**config.mk**
```make
export PLATFORM = sky130hd
export DESIGN_NAME = parc_core_reorder_buffer
export DESIGN_NICKNAME = d
export VERILOG_FILES = /design/src/rtl/parc_core_reorder_buffer.sv
export SDC_FILE = /design/constraint.sdc
export NUM_CORES = 1
export LEC_CHECK = 0
export ABC_AREA = 1
export CORE_UTILIZATION = 30
export CTS_CLUSTER_DIAMETER = 60
export DETAILED_ROUTE_END_ITERATION = 16
export GPL_TIMING_DRIVEN = 0
export HOLD_SLACK_MARGIN = 0.1
export SLEW_MARGIN = 20
export SYNTH_ARGS = -nofsm -noshare
export SYNTH_HDL_FRONTEND = slang
export SYNTH_SLANG_ARGS = --single-unit
```
**constraint.sdc**
```tcl
create_clock -name clk -period 3 [get_ports clk]
set_input_delay 0.3 -clock clk [delete_from_list [all_inputs] [get_ports clk]]
set_output_delay 0.3 -clock clk [all_outputs]
set_load 0.03 [all_outputs]
```
**src/rtl/parc_core_reorder_buffer.sv**
```systemverilog
// ----------------------------------------------------------------------------
// parc_core_reorder_buffer
//
// In-order retirement buffer for the 5-stage PARC core. Issue allocates one
// slot per accepted instruction at the tail. Writeback marks slots complete.
// The head slot retires in program order and produces the register-file write
// and the scoreboard pending-clear.
//
// Optional build macro:
//   ROB_FILL_COMMIT_BYPASS_EN  - a fill to the valid head slot retires it in
//                                the same cycle (0-cycle fill-to-commit).
//                                Undefined: the fill is registered first and
//                                the head commits one cycle later.
//
// Ports:
//   clk                  core clock
//   reset                synchronous, active-high reset
//   rob_alloc_req_val    issue requests a slot this cycle
//   rob_alloc_req_rdy    a slot is free
//   rob_alloc_req_wen    allocated instruction writes a register
//   rob_alloc_req_preg   destination register of the allocated instruction
//   rob_alloc_resp_slot  slot granted (tail pointer)
//   rob_fill_val         writeback marks a slot complete
//   rob_fill_slot        slot being completed
//   rob_commit_val       head retires this cycle
//   rob_commit_wen       retiring instruction writes the register file
//   rob_commit_slot      slot retiring (head pointer)
//   rob_commit_rf_waddr  register-file write address of the retiring entry
//   rob_empty            no valid entries
//   rob_full             all entries valid
// ----------------------------------------------------------------------------
module parc_core_reorder_buffer #(
    parameter int ENTRIES = 16
) (
    input  logic       clk,
    input  logic       reset,
    input  logic       rob_alloc_req_val,
    output logic       rob_alloc_req_rdy,
    input  logic       rob_alloc_req_wen,
    input  logic [4:0] rob_alloc_req_preg,
    output logic [3:0] rob_alloc_resp_slot,
    input  logic       rob_fill_val,
    input  logic [3:0] rob_fill_slot,
    output logic       rob_commit_val,
    output logic       rob_commit_wen,
    output logic [3:0] rob_commit_slot,
    output logic [4:0] rob_commit_rf_waddr,
    output logic       rob_empty,
    output logic       rob_full
);

    // ENTRIES is a power of two, so masking implements the wrap to zero.
    localparam logic [3:0] PTR_MASK  = 4'(ENTRIES - 1);
    localparam logic [4:0] COUNT_MAX = 5'(ENTRIES);

    logic [ENTRIES-1:0] valid_q;
    logic [ENTRIES-1:0] pending_q;
    logic [ENTRIES-1:0] wen_q;
    logic [4:0]         preg_q [ENTRIES];

    logic [3:0] head_q;
    logic [3:0] tail_q;
    logic [4:0] count_q;

    logic [3:0] head_next;
    logic [3:0] tail_next;
    logic       alloc_fire;
    logic       fill_hit;
    logic       head_fill;
    logic       head_ready;
    logic       commit_fire;

    assign head_next = (head_q + 4'd1) & PTR_MASK;
    assign tail_next = (tail_q + 4'd1) & PTR_MASK;

    assign rob_full            = (count_q == COUNT_MAX);
    assign rob_empty           = (count_q == 5'd0);
    assign rob_alloc_req_rdy   = !rob_full;
    assign rob_alloc_resp_slot = tail_q;
    assign alloc_fire          = rob_alloc_req_val && rob_alloc_req_rdy;

    // A fill only lands on a slot that is already valid. The slot being
    // allocated this cycle is still invalid, so a fill to it drops out here.
    assign fill_hit  = rob_fill_val && ({1'b0, rob_fill_slot} < COUNT_MAX)
                       && valid_q[rob_fill_slot];
    assign head_fill = rob_fill_val && (rob_fill_slot == head_q);

`ifdef ROB_FILL_COMMIT_BYPASS_EN
    assign head_ready = !pending_q[head_q] || head_fill;
`else
    assign head_ready = !pending_q[head_q];
`endif

    // Commit is suppressed while reset is asserted so a discarded entry never
    // reaches the register file in the reset cycle.
    assign commit_fire         = !reset && valid_q[head_q] && head_ready;
    assign rob_commit_val      = commit_fire;
    assign rob_commit_slot     = head_q;
    assign rob_commit_wen      = commit_fire ? wen_q[head_q] : 1'b0;
    assign rob_commit_rf_waddr = commit_fire ? preg_q[head_q] : 5'd0;

    // Slot state and pointers. Alloc writes the tail, commit clears the head;
    // the two never collide because alloc needs a free slot and commit needs
    // a valid one. The count moves only when exactly one of them happens.
    always_ff @(posedge clk) begin
        if (reset) begin
            valid_q   <= '0;
            pending_q <= '0;
            head_q    <= 4'd0;
            tail_q    <= 4'd0;
            count_q   <= 5'd0;
        end else begin
            if (alloc_fire) begin
                valid_q[tail_q]   <= 1'b1;
                pending_q[tail_q] <= 1'b1;
                wen_q[tail_q]     <= rob_alloc_req_wen;
                preg_q[tail_q]    <= rob_alloc_req_preg;
                tail_q            <= tail_next;
            end
            if (fill_hit) begin
                pending_q[rob_fill_slot] <= 1'b0;
            end
            if (commit_fire) begin
                valid_q[head_q] <= 1'b0;
                head_q          <= head_next;
            end
            if (alloc_fire && !commit_fire) begin
                count_q <= count_q + 5'd1;
            end else if (!alloc_fire && commit_fire) begin
                count_q <= count_q - 5'd1;
            end
        end
    end

endmodule

```
=== Yosys cells after proc, flatten, opt, wreduce, memory -nomap -nowiden ===
Memories as Yosys holds them, arrays and structs flattened. A register that Yosys moved wholly into a read port is not among the register bits.
Cells that the tools add are included.

* Memory bits (writable): 80
* Memories: 1
* Memory bits (read-only): 0
* Input port bits: 14
* Latch bits: 0
* Register bits: 61

{| class="wikitable"
|+ Memories
! name !! words !! bits a word !! rd ports !! clocked after memory_dff !! write ports !! line !! RTL
|-
| preg_q || 16 || 5 || 1 || 1 || 1 || 59 || <nowiki>logic [4:0] preg_q [ENTRIES];</nowiki>
|}

* Eq/ne operators: 1
* Multiply operators: 0
* Order comparisons: 6
* Multiplexer cells: 30
* Add/subtract/negate cells: 4
* Bitwise gates (word level): 7
* Divide/modulo/power cells: 0
* Shift-type cells: 0
* Reductions and logical operators: 17

{| class="wikitable"
|+ Operator list
! cell !! count
|-
| $mux W16 || 6
|-
| $and A16 B16 Y16 || 2
|-
| $not A16 Y16 || 2
|-
| $or A16 B16 Y16 || 2
|-
| $bmux W1 S4 || 4
|-
| $bwmux W16 || 1
|-
| $lt A4 B5 Y1 const B || 3
|-
| $mux W5 || 3
|-
| $demux W1 S4 || 3
|-
| $ge A4 B1 Y1 const B || 3
|-
| $mux W1 || 11
|-
| $logic_and A1 B1 Y1 || 9
|-
| $add A4 B1 Y4 const B || 2
|-
| $mux W4 || 2
|-
| $add A5 B1 Y5 const B || 1
|-
| $eq A5 B5 Y1 const B || 1
|-
| $logic_not A1 Y1 || 5
|-
| $logic_not A5 Y1 || 1
|-
| $sub A5 B1 Y5 const B || 1
|-
| $reduce_and A2 Y1 || 1
|-
| $reduce_bool A2 Y1 || 1
|-
| $not A1 Y1 || 1
|}

=== Longest topological paths before layout ===
Gate-level depths: netlist of the first run.

* Depth after elaboration: 9
* Mapped depth: 21

=== Worst setup path after synthesis of the first run ===
OpenSTA, ideal clock, no wires.

* Path kind: register to register
* From: reg head_q[0], in the netlist rob_commit_slot[0]
* To: reg count_q[4]
* Cell stages (with the launch flop): 19
* Library setup time: 0.119 ns
* Period minus slack after synthesis: 2.725 ns
* Arrival: 2.606 ns
* Path slack: 0.275 ns
* Cell sequence: dfxtp_1 -> buf_6 -> inv_8 -> buf_8 -> nand2_2 -> nand3_1 -> nand3_2 -> nand3_2 -> nor2_4 -> nand2_4 -> ha_1 -> inv_1 -> ha_1 -> a21oi_1 -> nor2_1 -> o21ai_0 -> nand3_1 -> o21ai_0 -> a21oi_1

* Longest elaborated chain between the ends: 7
* Elaborated cells between the ends (all ways): 12
* Classes of those cells: 5 x mux; 7 x reduce/logical

{| class="wikitable"
|+ RTL lines
! item !! line !! RTL
|-
| start, declared || 61 || <nowiki>logic [3:0] head_q;</nowiki>
|-
| start signal, assigned || 125 || <nowiki>head_q <= head_next;</nowiki>
|-
| $bmux W1 S4 (on tied branches) || 96, 91 ||
|-
| $mux W1 (on tied branches) || 96, 91 ||
|-
| $logic_and A1 B1 Y1 / $logic_not A1 Y1 (equally long branches) || 96, 91 ||
|-
| $logic_and A1 B1 Y1 * || 96 || <nowiki>assign commit_fire = !reset && valid_q[head_q] && head_ready;</nowiki>
|-
| $logic_not A1 Y1 || 127 || <nowiki>if (alloc_fire && !commit_fire) begin</nowiki>
|-
| $logic_and A1 B1 Y1 || 127 ||
|-
| $mux W5 / $reduce_bool A2 Y1 (equally long branches) || - ||
|-
| end signal, assigned || 128 || <nowiki>count_q <= count_q + 5'd1;</nowiki>
|-
| end signal, assigned || 130 || <nowiki>count_q <= count_q - 5'd1;</nowiki>
|-
| end, declared || 63 || <nowiki>logic [4:0] count_q;</nowiki>
|}

Mark *: on every way between the ends. The rest lies on a longest branch, timed or not. The select of a mux whose other input is x is not followed.
A chain may end at the register's enable or synchronous reset.

=== Worst setup path in the final report of the first run ===
* From: reg head_q[0], in the netlist rob_commit_slot[0]
* To: out rob_commit_wen

* Longest elaborated chain between the ends: 5
* Elaborated cells between the ends (all ways): 10
* Classes of those cells: 7 x mux; 3 x reduce/logical

{| class="wikitable"
|+ RTL lines
! item !! line !! RTL
|-
| $bmux W1 S4 (on tied branches) || 96, 91 ||
|-
| $mux W1 (on tied branches) || 96, 91 ||
|-
| $logic_and A1 B1 Y1 / $logic_not A1 Y1 (equally long branches) || 96, 91 ||
|-
| $logic_and A1 B1 Y1 || 96 ||
|-
| $mux W1 * || 99 || <nowiki>assign rob_commit_wen = commit_fire ? wen_q[head_q] : 1'b0;</nowiki>
|-
| end, declared || 45 || <nowiki>output logic rob_commit_wen,</nowiki>
|}

Marks and branches as above.

==> results of run 1 <==
==> sequential cells by signal (all words and copies together) (netlist names), named ones only <==
name and cells:
count_q 5, pending_q 16, preg_q 80, rob_alloc_resp_slot 4, rob_commit_slot 4, valid_q 16
wen_q 16
==> final cells by class <==
class                   count  area (um^2)
clock buffers              23        457.9
repair buffers             30        289.0
multi-input cells         480         2407
well taps                 313        391.6
clock inverters             9        135.1
fillers                  2394        14500
plain buffers              34        212.7
flip-flops and latches    145         3869
inverters                 152        580.6
==> metal layers <==
metal	track usage (%)	vias to the layer above	wire (um)
li1	-	2729	-
met3	3.816	16	972
met2	24.50	155	8082
met5	0	-	0
met1	21.95	2558	8643
met4	4.149	0	203
==> logic make-up (layout without fill, tap and decap cells) <==
| logic type | Yosys count | count (layout) | share of synthesized area [%] |
|---|---|---|---|
| AOI/OAI and AO/OA | 143 | 143 | 10.62 |
| xor gates and xnor gates | 4 | 4 | 0.4980 |
| adders and majority gates | 14 | 14 | 2.596 |
| buffers and inverters | 186 | 248 | 11.11 |
| DFF | 145 | 145 | 54.91 |
| muxes | 8 | 8 | 1.138 |
| and+or+nand+nor | 311 | 311 | 19.13 |
==> stage by stage <==
step	hold slack, ns	utilization [%]	TNS [ns]
2_1_floorplan	0.3989	-	0
3_3_place_gp	0.4719	33.78	-0.002803
3_5_place_dp	0.4766	33.78	-0.02621
4_1_cts	0.2752	36.36	0
5_1_grt	0.3328	36.52	0
6_report	0.2924	36.52	0
==> what timing repair did <==
item | 4_1_cts | 5_1_grt
hold buffers | 0 | 0
setup buffers | 0 | 1
endpoints found under the setup margin | 8 | 3
gates resized for setup | 9 | 12
pin swaps | 0 | 3
hold endpoints to repair | 0 | 0
gates cloned | 0 | 0
==> worst min path at each step <==
| stage | from | endpoint | slack (ns) | cells after the start |
|---|---|---|---|---|
| 2_1_floorplan | rob_alloc_req_preg[0] | preg_q[0][0] | 0.40 | 0 |
| 3_3_place_gp | count_q[4] | count_q[4] | 0.47 | 2 |
| 3_5_place_dp | count_q[4] | count_q[4] | 0.48 | 2 |
| 4_1_cts | rob_fill_val | pending_q[0] | 0.28 | 4 |
| 5_1_grt | rob_fill_val | pending_q[0] | 0.33 | 4 |
| 6_report | rob_fill_val | pending_q[0] | 0.29 | 4 |
==> tightest hold or removal path, delay by kind of cell <==
kind	cells	cell delay [ns]
buffers and inverters	2	0.21
and+or+nand+nor	2	0.18
==> synth_stat cells (all sizes together) <==
cell / n / area share (%)
a21oi: 62 / 4.5
a32o: 4 / 0.57
buf: 22 / 2.3
clkbuf: 12 / 0.64
dfxtp: 49 / 14
edfxtp: 96 / 41
fa: 1 / 0.28
ha: 13 / 2.3
inv: 152 / 8.2
mux2i: 8 / 1.1
nand2: 175 / 9.7
nand3: 48 / 3.7
nand3b: 1 / 0.11
nand4: 16 / 1.4
nor2: 67 / 3.7
nor3: 3 / 0.28
nor4: 1 / 0.18
o21ai: 76 / 5.4
o221ai: 1 / 0.12
xnor2: 1 / 0.12
xor2: 3 / 0.37
==> layout by cell type, fill, tap and decap left out, drive strengths merged, types with 2 or more instances in the layout <==
cell type      Yosys  final
dfxtp             49     49
a21oi             62     62
clkinvlp           0      2
inv              152    152
xor2               3      3
nor3               3      3
clkbuf            12     36
edfxtp            96     96
clkdlybuf4s50      0     22
ha                13     13
a32o               4      4
nand2            175    175
nor2              67     67
bufinv             0      3
clkinv             0      4
nand3             48     48
nand4             16     16
mux2i              8      8
dlygate4sd2        0      7
buf               22     22
o21ai             76     76
==> report_power, final <==
part | internal [mW] | total (mW) | switching, mW
Combinational | 0.562 | 1.60 | 1.04
Sequential | 2.22 | 2.29 | 0.0725
Clock | 1.33 | 2.13 | 0.798
==> results.sh, run 1 <==
export IMPL_status="completed"
export IMPL_slew_viol_final=0
export IMPL_drc_errors=0
export IMPL_antenna_cells=0
export IMPL_cp_slowest_stage_delay_ns=0.43
export IMPL_cp_slowest_cell="dlygate4sd2_1"
export IMPL_wl_per_cell_um=15.09
export IMPL_power_leakage_nw=3.634
export IMPL_cts_sinks=145
export IMPL_regToRegSetupSlack_ns=0.27
export IMPL_grt_pass1_vias=5171
export IMPL_vdd_drop_max_mv=0.4020
export IMPL_max_freq_mhz=352.7
export IMPL_grt_pass1_wl_um=28480
export IMPL_numCtsBuffers=17
export IMPL_clock_path_buffers=2
export IMPL_path_max_fanout=10
export IMPL_dr_pass1_iters=5
export IMPL_layout_drive_gt1_share_pct=8.935
export IMPL_drtIter0Drc=444
export IMPL_min_period_over_period_pct=94.50
export IMPL_final_hold_violation_count=0
export IMPL_nets=888
export IMPL_pwr_density_cell_nw_per_um2=721.9
export IMPL_io_pins=32
export IMPL_cp_depth=11
export IMPL_synth_avg_cell_area_um2=8.677
export IMPL_yosysSeqAreaShare_pct=54.91
export IMPL_ys_seq_elements=145
export IMPL_fin_cells=1186
export IMPL_reg2reg_to="count_q[4]"
export IMPL_port_buffers=29
export IMPL_grt_usage_pct=15.80
export IMPL_power_mw=6.022
export IMPL_dieWidth_um=155.2
export IMPL_crit_start="rob_commit_slot[0]"
export IMPL_ant_nets=0
export IMPL_path_buf_inv=3
export IMPL_cts_tree="yes"
export IMPL_syn_inst=811
export IMPL_start_util_pct=30.80
export IMPL_via_per_inst=4.602
export IMPL_core_um2=22850
export IMPL_areaGrowthSynthToFinish_pct=18.56
export IMPL_start_kind="register"
export IMPL_rows=55
export IMPL_rsz0062_at_grt="no"
export IMPL_fin_ws_ns=0.1651
export IMPL_fin_crit_ns=2.835
export IMPL_crit_path_end_kind="primary output"
export IMPL_gp_congestion=0.8626
export IMPL_pre_cts_slack_ns=-0.02621
export IMPL_cp_required_ns=2.70
export IMPL_ys_warnings_count=0
export IMPL_stdcell_area_um2=8343
export IMPL_r2r_start="rob_commit_slot[0]"
export IMPL_die_y_um=155.2
export IMPL_hp_class="in2reg"
export IMPL_wirelength_um=17900
export IMPL_root_buffer="clkbuf_16"
export IMPL_synth_cell_type_count=35
export IMPL_grt_overflow=0
export IMPL_cts_htree_levels=4
export IMPL_detailroute_via_count=5458
export IMPL_crit_type="reg2out"
export IMPL_clock_skew_ns=0.008320
export IMPL_crit_family="simple AND/OR/NAND/NOR gates"
export IMPL_clk_pin_slew_ns=0.06
export IMPL_post_dp_cell_area_um2=7719
export IMPL_synth_fp_nets=839
export IMPL_dpl_hpwl_um=12790
export IMPL_post_place_cells=1153
export IMPL_antenna_found_initial=0
export IMPL_synth_cell_area_um2=7037
export IMPL_finalSetupViolCount=0
export IMPL_grt_max_degree=17
export IMPL_max_slew_margin_pct=51.85
export IMPL_tightestPinTransition_ns=0.7200
export IMPL_die_area_um2=24070
export IMPL_clock_latency_ns=0.42
export IMPL_path_cells="buf_8, buf_6, nand2_1, nand3_1, nand2_1, nand2_1, nand3_2, nor2_4, nand2_8, nor3_2, dlygate4sd2_1"
export IMPL_crit_path_end="rob_commit_wen"
export IMPL_crit_arrival_ns=2.53
export IMPL_crit_top_cell="nand2_1"
export IMPL_reg2regPathDepth=19
export IMPL_maxCapViolations=0
Note: power is estimated with default switching activity, not from simulation.
==> run 2, diff against run 1 <==
CORE_MARGIN = 2   (was unset)
==> run 2 against run 1 <==
Non-clock buffer count increased by 2. Flip-flop and latch count stayed put. Cell count is 0.67% higher. Combinational power about the same. Register-to-register slack got worse by 0.08 ns. Die area increased by 2.6%. Worst setup slack worse by 0.020 ns. Routed wire length down 0.49%. Cell area rose by 0.16%. Clock skew shrank 0.0016 ns. Total power down 0.48%. Critical path type unchanged. Highest routed layer unchanged.
==> results.sh, run 2 (same netlist as run 1, synthesis figures left out) <==
export IMPL_path_buf_inv=5
export IMPL_crit_family="buffers and inverters"
export IMPL_wirelength_um=17810
export IMPL_pwr_density_cell_nw_per_um2=717.2
export IMPL_cts_sinks=145
export IMPL_grt_max_degree=17
export IMPL_layout_drive_gt1_share_pct=9.600
export IMPL_ant_nets=0
export IMPL_drtIter0Drc=510
export IMPL_rows=56
export IMPL_cts_htree_levels=4
export IMPL_path_max_fanout=10
export IMPL_slew_viol_final=0
export IMPL_port_buffers=29
export IMPL_grt_usage_pct=15.02
export IMPL_largest_register="preg_q"
export IMPL_dieWidth_um=157.2
export IMPL_areaGrowthSynthToFinish_pct=18.76
export IMPL_rsz0062_at_grt="no"
export IMPL_start_kind="register"
export IMPL_status="completed"
export IMPL_detailroute_via_count=5449
export IMPL_max_slew_margin_pct=50.99
export IMPL_via_per_inst=4.564
export IMPL_multi_input_area_um2=2396
export IMPL_cp_required_ns=2.70
export IMPL_cp_slowest_stage_delay_ns=0.42
export IMPL_nets=890
export IMPL_crit_type="reg2out"
export IMPL_crit_path_end_kind="primary output"
export IMPL_start_util_pct=30.25
export IMPL_stdcell_area_um2=8357
export IMPL_grt_pass1_vias=5182
export IMPL_fill_cells=2428
export IMPL_seq_area_um2=3869
export IMPL_power_leakage_nw=3.658
export IMPL_fin_crit_ns=2.855
export IMPL_dpl_hpwl_um=12630
export IMPL_finalSetupViolCount=0
export IMPL_crit_top_cell="nand2_1"
export IMPL_root_buffer="clkbuf_16"
export IMPL_antenna_found_initial=0
export IMPL_tightestPinTransition_ns=0.7329
export IMPL_cp_slowest_cell="dlygate4sd2_1"
export IMPL_clk_pin_slew_ns=0.06
export IMPL_whs_ns=0.2854
export IMPL_clock_path_buffers=2
export IMPL_clock_latency_ns=0.43
export IMPL_dr_pass1_iters=8
export IMPL_final_common_cell="nand2_1"
export IMPL_gp_congestion=0.8843
export IMPL_pre_cts_slack_ns=-0.03637
export IMPL_grt_overflow=0
export IMPL_vdd_drop_max_mv=0.3439
export IMPL_fin_ws_ns=0.1452
export IMPL_post_dp_cell_area_um2=7726
export IMPL_core_um2=23260
export IMPL_hp_class="in2reg"
export IMPL_final_util_pct=35.92
export IMPL_final_hold_violation_count=0
export IMPL_drc_errors=0
export IMPL_die_area_um2=24700
export IMPL_max_freq_mhz=350.3
export IMPL_cts_tree="yes"
export IMPL_min_period_over_period_pct=95.16
export IMPL_power_mw=5.994
export IMPL_wl_per_cell_um=14.92
export IMPL_maxCapViolations=0
export IMPL_final_cell_mix="nand2_1 (168), inv_1 (142), edfxtp_1 (96), o21ai_0 (70), nor2_1 (64)"
export IMPL_path_cells="buf_8, inv_8, buf_8, nand2_1, nand3_1, nand2_1, nand2_1, nand3_2, nor2_4, nand2_4, buf_12, a21oi_1, dlygate4sd2_1"
export IMPL_die_y_um=157.2
export IMPL_clock_skew_ns=0.006759
export IMPL_numCtsBuffers=17
export IMPL_antenna_cells=0
export IMPL_io_pins=32
export IMPL_crit_arrival_ns=2.55
export IMPL_grt_pass1_wl_um=27970
export IMPL_largest_reg_flops=80
export IMPL_holdBufCountCts=0
run 2: metrics by stage:
step | instances | setup TNS [ns]
5_1_grt | 1194 | 0
3_5_place_dp | 1159 | -0.03637
4_1_cts | 1191 | 0
3_3_place_gp | 1159 | 0
6_report | 1194 | 0
2_1_floorplan | 811 | 0
run 2: final timing paths:
check / end / start / depth (start not counted) / slack [ns]
max: rob_commit_rf_waddr[0] / rob_commit_slot[0] / 13 / 0.15
min: pending_q[2] / rob_fill_val / 4 / 0.29
max reg2reg: count_q[4] / rob_commit_slot[2] / 15 / 0.19
min reg2reg: count_q[4] / count_q[4] / 2 / 0.49
run 2: where the power goes:
part / leakage (nW) / internal (mW) / switching (mW)
Clock: 0.277 / 1.23 / 0.871
Sequential: 1.26 / 2.22 / 0.0697
Combinational: 2.12 / 0.574 / 1.03
Total: 3.66 / 4.02 / 1.97
run 2: tightest hold or removal path, delay by kind of cell:
| family | cells | cell delay [ns] |
|---|---|---|
| buffers and inverters | 2 | 0.21 |
| AND/OR/NAND/NOR | 2 | 0.18 |
run 2: final cells by class:
cell class	instances	share of cell area (%)
sequential	145	46.29
multi-input combinational	480	28.67
inverter	152	6.917
clock buffer	17	5.091
tap	319	4.776
timing repair buffer	32	3.788
buffer	34	2.560
clock inverter	15	1.901
run 2: metal layers:
layer	routed length (um)	track usage (%)	vias to the layer above	part of all wire, %
li1	-	-	2734	-
met1	8297	19.95	2527	47
met2	8177	23.96	167	46
met3	1093	3.634	21	6.1
met4	246	5.238	0	1.4
met5	0	0	-	0
run 2: timing repair:
item,in CTS,in global routing
gates resized for setup,10,8
buffers inserted,0,3
setup endpoints to repair,8,3
pin swaps,0,2
